--- config.mk ---
export PLATFORM = sky130hd
export DESIGN_NAME = buffer_rolhas_param
export DESIGN_NICKNAME = d
export VERILOG_FILES = /design/src/rtl/buffer_rolhas_param_pkg.sv /design/src/rtl/contador_updown_param.sv /design/src/rtl/buffer_rolhas_param.sv
export SDC_FILE = /design/constraint.sdc
export NUM_CORES = 1
export LEC_CHECK = 0
export ABC_AREA = 1
export CORE_ASPECT_RATIO = 1.5
export CORE_MARGIN = 2
export CORE_UTILIZATION = 39
export CTS_CLUSTER_SIZE = 40
export DETAILED_ROUTE_END_ITERATION = 6
export PLACE_DENSITY = 0.69
export SLEW_MARGIN = 20
export SYNTH_ARGS = -nofsm -noshare
export SYNTH_HDL_FRONTEND = slang
export SYNTH_SLANG_ARGS = --single-unit
--- constraint.sdc ---
create_clock -name clk -period 4.1 [get_ports clk]
set_input_delay 0.41 -clock clk [delete_from_list [all_inputs] [get_ports clk]]
set_output_delay 0.41 -clock clk [all_outputs]
set_load 0.1 [all_outputs]
--- src/rtl/buffer_rolhas_param_pkg.sv ---
// Shared types and default sizing for the cork buffer block.
// Imported by the buffer top and its counter.
package buffer_rolhas_param_pkg;

    localparam int DEF_W_SEC   = 7;
    localparam int DEF_CAP_SEC = 99;
    localparam int DEF_W_PRI   = 5;
    localparam int DEF_CAP_PRI = 20;
    localparam int DEF_LOTE    = 15;
    localparam int DEF_MIN_PRI = 5;

    typedef enum logic [1:0] {
        ST_IDLE     = 2'b00,
        ST_LOAD     = 2'b01,
        ST_TRANSFER = 2'b10,
        ST_RSVD     = 2'b11
    } estado_t;

endpackage

--- src/rtl/contador_updown_param.sv ---
// Saturating up/down counter with parallel load, clamped to [0, cap].
// inc and dec together cancel out.
module contador_updown_param #(
    parameter int W = 8
) (
    input  logic         clk,
    input  logic         clr,
    input  logic         inc,
    input  logic         dec,
    input  logic         ld,
    input  logic [W-1:0] ld_val,
    input  logic [W-1:0] cap,
    output logic [W-1:0] count
);

    always_ff @(posedge clk or negedge clr) begin
        if (!clr) begin
            count <= '0;
        end else if (ld) begin
            count <= (ld_val > cap) ? cap : ld_val;
        end else if (inc && !dec && count < cap) begin
            count <= count + 1'b1;
        end else if (dec && !inc && count != '0) begin
            count <= count - 1'b1;
        end
    end

endmodule

--- src/rtl/buffer_rolhas_param.sv ---
// Two-level cork buffer: operator loads the secondary store, which
// refills the primary store in fixed batches while sealing consumes it.
module buffer_rolhas_param
    import buffer_rolhas_param_pkg::*;
#(
    parameter int W_SEC   = DEF_W_SEC,
    parameter int CAP_SEC = DEF_CAP_SEC,
    parameter int W_PRI   = DEF_W_PRI,
    parameter int CAP_PRI = DEF_CAP_PRI,
    parameter int LOTE    = DEF_LOTE,
    parameter int MIN_PRI = DEF_MIN_PRI
) (
    input  logic             clk,
    input  logic             clr,
    input  logic             enable,
    input  logic             load_req,
    input  logic [W_SEC-1:0] load_qty,
    output logic             load_ack,
    output logic             load_nack,
    input  logic             consume,
    output logic [W_PRI-1:0] pri_count,
    output logic [W_SEC-1:0] sec_count,
    output logic             ro,
    output logic             low_pri,
    output logic             busy,
    output logic [1:0]       estado
);

    localparam logic [W_SEC:0]   CAP_SEC_X = (W_SEC+1)'(CAP_SEC);
    localparam logic [W_SEC-1:0] CAP_SEC_N = W_SEC'(CAP_SEC);
    localparam logic [W_SEC-1:0] LOTE_S    = W_SEC'(LOTE);
    localparam logic [W_PRI:0]   LOTE_P    = (W_PRI+1)'(LOTE);
    localparam logic [W_PRI:0]   CAP_PRI_X = (W_PRI+1)'(CAP_PRI);
    localparam logic [W_PRI-1:0] CAP_PRI_N = W_PRI'(CAP_PRI);
    localparam logic [W_PRI-1:0] MIN_P     = W_PRI'(MIN_PRI);
    localparam logic [W_PRI-1:0] LAST_STEP = W_PRI'(LOTE - 1);

    estado_t          state_q, state_d;
    logic [W_PRI-1:0] xfer_q, xfer_d;
    logic [W_SEC-1:0] qty_q, qty_d;
    logic             req_low_q, req_low_d;
    logic             ack_q, ack_d;
    logic             nack_q, nack_d;

    logic [W_SEC:0]   sec_sum;
    logic [W_PRI:0]   pri_sum;
    logic             qty_ok;
    logic             req_new;
    logic             xfer_ok;
    logic             step;
    logic             use_cork;
    logic             sec_ld;
    logic [W_SEC-1:0] sec_ld_val;

    assign sec_sum  = {1'b0, sec_count} + {1'b0, load_qty};
    assign pri_sum  = {1'b0, pri_count} + LOTE_P;
    assign qty_ok   = (load_qty != '0) && (sec_sum <= CAP_SEC_X);
    // A held request only counts once it has been seen low in between
    assign req_new  = load_req && req_low_q;
    assign xfer_ok  = !req_new && low_pri
                   && (sec_count >= LOTE_S)
                   && (pri_sum <= CAP_PRI_X);

    assign step       = enable && (state_q == ST_TRANSFER);
    assign use_cork   = enable && consume;
    assign sec_ld_val = sec_count + qty_q;

    always_comb begin
        state_d   = state_q;
        xfer_d    = xfer_q;
        qty_d     = qty_q;
        req_low_d = req_low_q;
        ack_d     = 1'b0;
        nack_d    = 1'b0;
        sec_ld    = 1'b0;
        if (enable) begin
            if (!load_req) begin
                req_low_d = 1'b1;
            end
            case (state_q)
                ST_IDLE: begin
                    if (req_new) begin
                        req_low_d = 1'b0;
                        if (qty_ok) begin
                            state_d = ST_LOAD;
                            qty_d   = load_qty;
                        end else begin
                            nack_d  = 1'b1;
                        end
                    end else if (xfer_ok) begin
                        state_d = ST_TRANSFER;
                        xfer_d  = '0;
                    end
                end
                ST_LOAD: begin
                    sec_ld  = 1'b1;
                    ack_d   = 1'b1;
                    state_d = ST_IDLE;
                end
                ST_TRANSFER: begin
                    if (xfer_q == LAST_STEP) begin
                        state_d = ST_IDLE;
                        xfer_d  = '0;
                    end else begin
                        xfer_d  = xfer_q + 1'b1;
                    end
                end
                default: state_d = ST_IDLE;
            endcase
        end else if (state_q == ST_RSVD) begin
            state_d = ST_IDLE;
        end
    end

    always_ff @(posedge clk or negedge clr) begin
        if (!clr) begin
            state_q   <= ST_IDLE;
            xfer_q    <= '0;
            qty_q     <= '0;
            req_low_q <= 1'b1;
            ack_q     <= 1'b0;
            nack_q    <= 1'b0;
        end else begin
            state_q   <= state_d;
            xfer_q    <= xfer_d;
            qty_q     <= qty_d;
            req_low_q <= req_low_d;
            ack_q     <= ack_d;
            nack_q    <= nack_d;
        end
    end

    // A transfer step plus a consumed cork leaves the primary count unchanged
    contador_updown_param #(
        .W(W_PRI)
    ) u_pri (
        .clk    (clk),
        .clr    (clr),
        .inc    (step),
        .dec    (use_cork),
        .ld     (1'b0),
        .ld_val ('0),
        .cap    (CAP_PRI_N),
        .count  (pri_count)
    );

    contador_updown_param #(
        .W(W_SEC)
    ) u_sec (
        .clk    (clk),
        .clr    (clr),
        .inc    (1'b0),
        .dec    (step),
        .ld     (sec_ld),
        .ld_val (sec_ld_val),
        .cap    (CAP_SEC_N),
        .count  (sec_count)
    );

    assign load_ack  = ack_q & enable;
    assign load_nack = nack_q & enable;
    assign ro        = (pri_count == '0);
    assign low_pri   = (pri_count < MIN_P);
    assign busy      = (state_q == ST_TRANSFER);
    assign estado    = state_q;

endmodule

==> reports/results.env <==
RUN_STATUS='completed'
SETUP_REPAIR_AFTER_GLOBAL_ROUTING_MISSED_ITS_MARGIN='no'
ANTENNA_VIOLATIONS_BEFORE_REPAIR=0
CP_DATA_ARRIVAL_TIME_NS=2.36
TIMING.CRITICAL_PATH.BUF_INV=2
NUM-NETS-FINAL=396
CRITICALPATHCATEGORY='register to output port'
MINIMUM_CLOCK_PERIOD_NS=2.769
SYNTH.YOSYS.WARNINGS=0
REG2REG_TO='u_pri.count[4]$_DFFE_PN0P_'
REG2REG_FROM='estado[0]$_DFFE_PN0P_'
HOLD_START='qty_q[4]$_DFFE_PN0P_'
INITIALDRTVIOLATIONCOUNT=43
HPWL_MM=4.083
TIMING.SLEW.HEADROOM_PCT=35.18
GR-USAGE-ALL-LAYERS_PCT=17.52
SETUP.REG_TO_REG.WORST_SLACK_NS=1.77
TIGHTESTPINTRANSITION_NS=0.9692
YOSYSTOPAREACELLSHARE_PCT=29.85
ANTENNA_CELLS=0
CTSHOLDBUFFERS=0
CRIT_PATH_START_KIND='register'
CRITICAL-PATH-TOP-DELAY-FAMILY='buffers and inverters'
CRITPATHCAPTURETYPE='output port'
TRITONCTS_NUM_SINKS=29
VIASPERCELL=4.968
DETAILROUTE.VIA_COUNT=2151
NUMPORTBUFFERS=30
POST_CTS_BUFFERS=0
DRC_ERRORS=0
YS_SEQ_ELEMENTS=29
CTS_HTREE_LEVELS=2
MAPPEDNETLISTNETS=360
GRT_PASS1_VIAS=2214
SKEW_NS=0.003756
DRTANTENNAVIOLNETS=0
SYNTH_AREA_LEADERS='dfrtp_1, nand2_1, ha_1, inv_1, nand3_1'
FINALHOLDVIOLCOUNT=0
SYNTH_CELL_TYPES=38
CLOCKROOTBUFFER='clkbuf_8'
MAXCLOCKFREQUENCY_MHz=361.2
FF2FF_PATH_DEPTH=10
CTS_INSERTED_BUFFERS=5
LAYOUT_WORST_PATH_CYCLE_SHARE_PCT=67.53
SETUP_TNS_NS=0
ROUTEDWLPERCELL_UM=11.70
PLACEMENT_ROWS=34
GRT_START_MAX_NET_PINS=30
POST_CTS_GATE_RESIZE_COUNT=0
HOLDPATHEND='qty_q[4]$_DFFE_PN0P_'
MIN_PATH_TYPE='register to register'
EFFECTIVE_UTILIZATION_AT_FLOORPLAN_PCT=40.27
FINALSETUPVIOLCOUNT=0
CLOCK_PATH_BUFFERS=2
DRV.MAX_CAP_VIOLATION_COUNT=0
NETLIST_INSTANCES=324
FINAL_WEIGHTED_CONGESTION_IN_ROUTABILITY_DRIVEN_PLACEMENT=0.8231
CTS_TREE='yes'
OVERALL_OVERFLOW_REMAINING_AFTER_GLOBAL_ROUTE=0
BIGGEST_CELL_DELAY_ALONG_THE_CRITICAL_PATH_NS=1.11
FIRSTDRTPASSITERS=4
PATH_CLK_SLEW_NS=0.06
DETAIL_ROUTE.WIRELENGTH_MM=5.068
SUMMED_INSTANCE_AREA_OF_THE_SYNTHESIZED_NETLIST_UM2=2347
LAYOUT-DRIVE-GT1-SHARE_PCT=7.756
REQUIRED_NS=3.69
AVGSYNTHCELLAREA_UM2=7.245
CELL_ACCOUNTING_FOR_THE_MOST_SYNTHESIZED_AREA='dfrtp_1'
WORSTPATHCELLLIST='or2_4 > nor2_1 > nand2_1 > inv_1 > clkdlybuf4s50_1'
HOLDPATHSTAGES=2
CLKLATENCYLATEPIN_NS=0.28
DIE_HEIGHT_UM=99.02
CRIT_FANOUT=5
FP.DIEAREA_UM2=6668
AREA_GROWTH_SYN_TO_FIN_PCT=19.99
SLOWEST_STAGE='clkdlybuf4s50_1'
SLEW_VIOLATIONS=0
NUM_IO_PINS=31
DIE_W_UM=67.35
CORE_REGION_AREA_UM2=5828
GRT_PASS1_WL_MM=9.087
SYNTH.YOSYS.SEQ_AREA_SHARE_PCT=30.97
cell families (layout without fill, tap and decap cells):
family / count (synthesis) / in the layout / synth area share [%]
buffers and inverters: 51 / 88 / 8.635
adder cells (fa/ha/maj): 24 / 24 / 13.75
XOR/XNOR: 11 / 11 / 4.104
AND/OR/NAND/NOR: 163 / 163 / 31.08
flip-flops: 29 / 29 / 30.97
AO/OA/AOI/OAI: 44 / 44 / 10.56
multiplexers: 2 / 2 / 0.9062
worst max-delay path by stage:
stage / slack, ns / depth (start not counted) / from / endpoint
floorplan: 1.19 / 7 / estado[1]$_DFFE_PN0P_ / u_pri.count[1]$_DFFE_PN0P_
global placement: 1.38 / 10 / enable / u_pri.count[4]$_DFFE_PN0P_
detailed placement: 1.30 / 10 / enable / u_pri.count[4]$_DFFE_PN0P_
CTS: 1.31 / 5 / u_pri.count[0]$_DFFE_PN0P_ / ro
global route: 1.24 / 5 / u_pri.count[0]$_DFFE_PN0P_ / ro
finish: 1.33 / 5 / u_pri.count[0]$_DFFE_PN0P_ / ro
state kept, by name, indices dropped and copies added (netlist names):
register     flops
qty_q            7
u_sec.count      7
u_pri.count      5
xfer_q           5
estado           2
ack_q            1
nack_q           1
req_low_q        1
synthesized netlist by cell type (all sizes together):
| library cell | n |
|---|---|
| o21a | 2 |
| nor4 | 1 |
| nand3 | 26 |
| o31ai | 1 |
| fa | 3 |
| mux2 | 1 |
| nor3b | 1 |
| mux2i | 1 |
| xnor2 | 4 |
| dfrtp | 28 |
| dfstp | 1 |
| nor2 | 30 |
| nand3b | 2 |
| inv | 49 |
| buf | 2 |
| o22ai | 1 |
| xor2 | 7 |
| a21o | 1 |
| a31oi | 1 |
| nor3 | 6 |
| a21oi | 23 |
| and3 | 1 |
| o21ai | 15 |
| nand4 | 5 |
| nand2 | 87 |
| ha | 21 |
| or2 | 4 |
placed cells by master, fill, tap and decap left out, types with 5 or more instances in the layout:
cell type        Yosys  final
xor2_1               7      7
o21ai_0             12     12
dfrtp_1             28     28
clkdlybuf4s50_1      0     30
nand4_1              5      5
ha_1                21     21
a21oi_1             22     22
clkbuf_8             0      6
nand3_1             26     26
inv_2                6      6
nor2_1              26     26
inv_1               43     43
nand2_1             85     85
metrics by stage:
step	hold slack [ns]	area (µm²)	setup slack, ns	instances	util (%)
detailed placement	0.4634	2726	1.296	425	46.78
global placement	0.4581	2726	1.375	425	46.78
floorplan	0.1144	2347	1.189	324	-
finish	0.4764	2816	1.331	433	48.33
global route	0.5079	2816	1.237	433	48.33
CTS	0.4793	2816	1.314	433	48.33
layer usage:
layer  part of all wire (%)  vias up  wire length (µm)  track usage (%)
li1                       -     1117                 -                -
met1                     40      987              2048            18.41
met2                     54       36              2747            32.67
met3                    2.5       11               129            2.968
met4                    2.8        0               143            7.692
met5                      0        -                 0                0
worst register-to-register path: cells and delay by family (launching register included):
family,cells,cell delay [ns]
AND/OR/NAND/NOR,5,0.63
XOR/XNOR,1,0.17
adder cells (fa/ha/maj),1,0.45
buffers and inverters,1,0.13
flip-flops,1,0.46
multiplexers,1,0.24
AO/OA/AOI/OAI,1,0.18
layout make-up:
cell class / instances / area (µm²)
Multi-Input combinational cell: 244 / 1418
Fill cell: 573 / 3012
Inverter: 49 / 183.9
Sequential cell: 29 / 726.9
Tap cell: 72 / 90.09
Timing Repair Buffer: 31 / 307.8
Clock buffer: 8 / 90.09
Power is left out: the tool's default activity adds up to more than one toggle a clock period on the data nets, which glitch-free logic cannot reach.
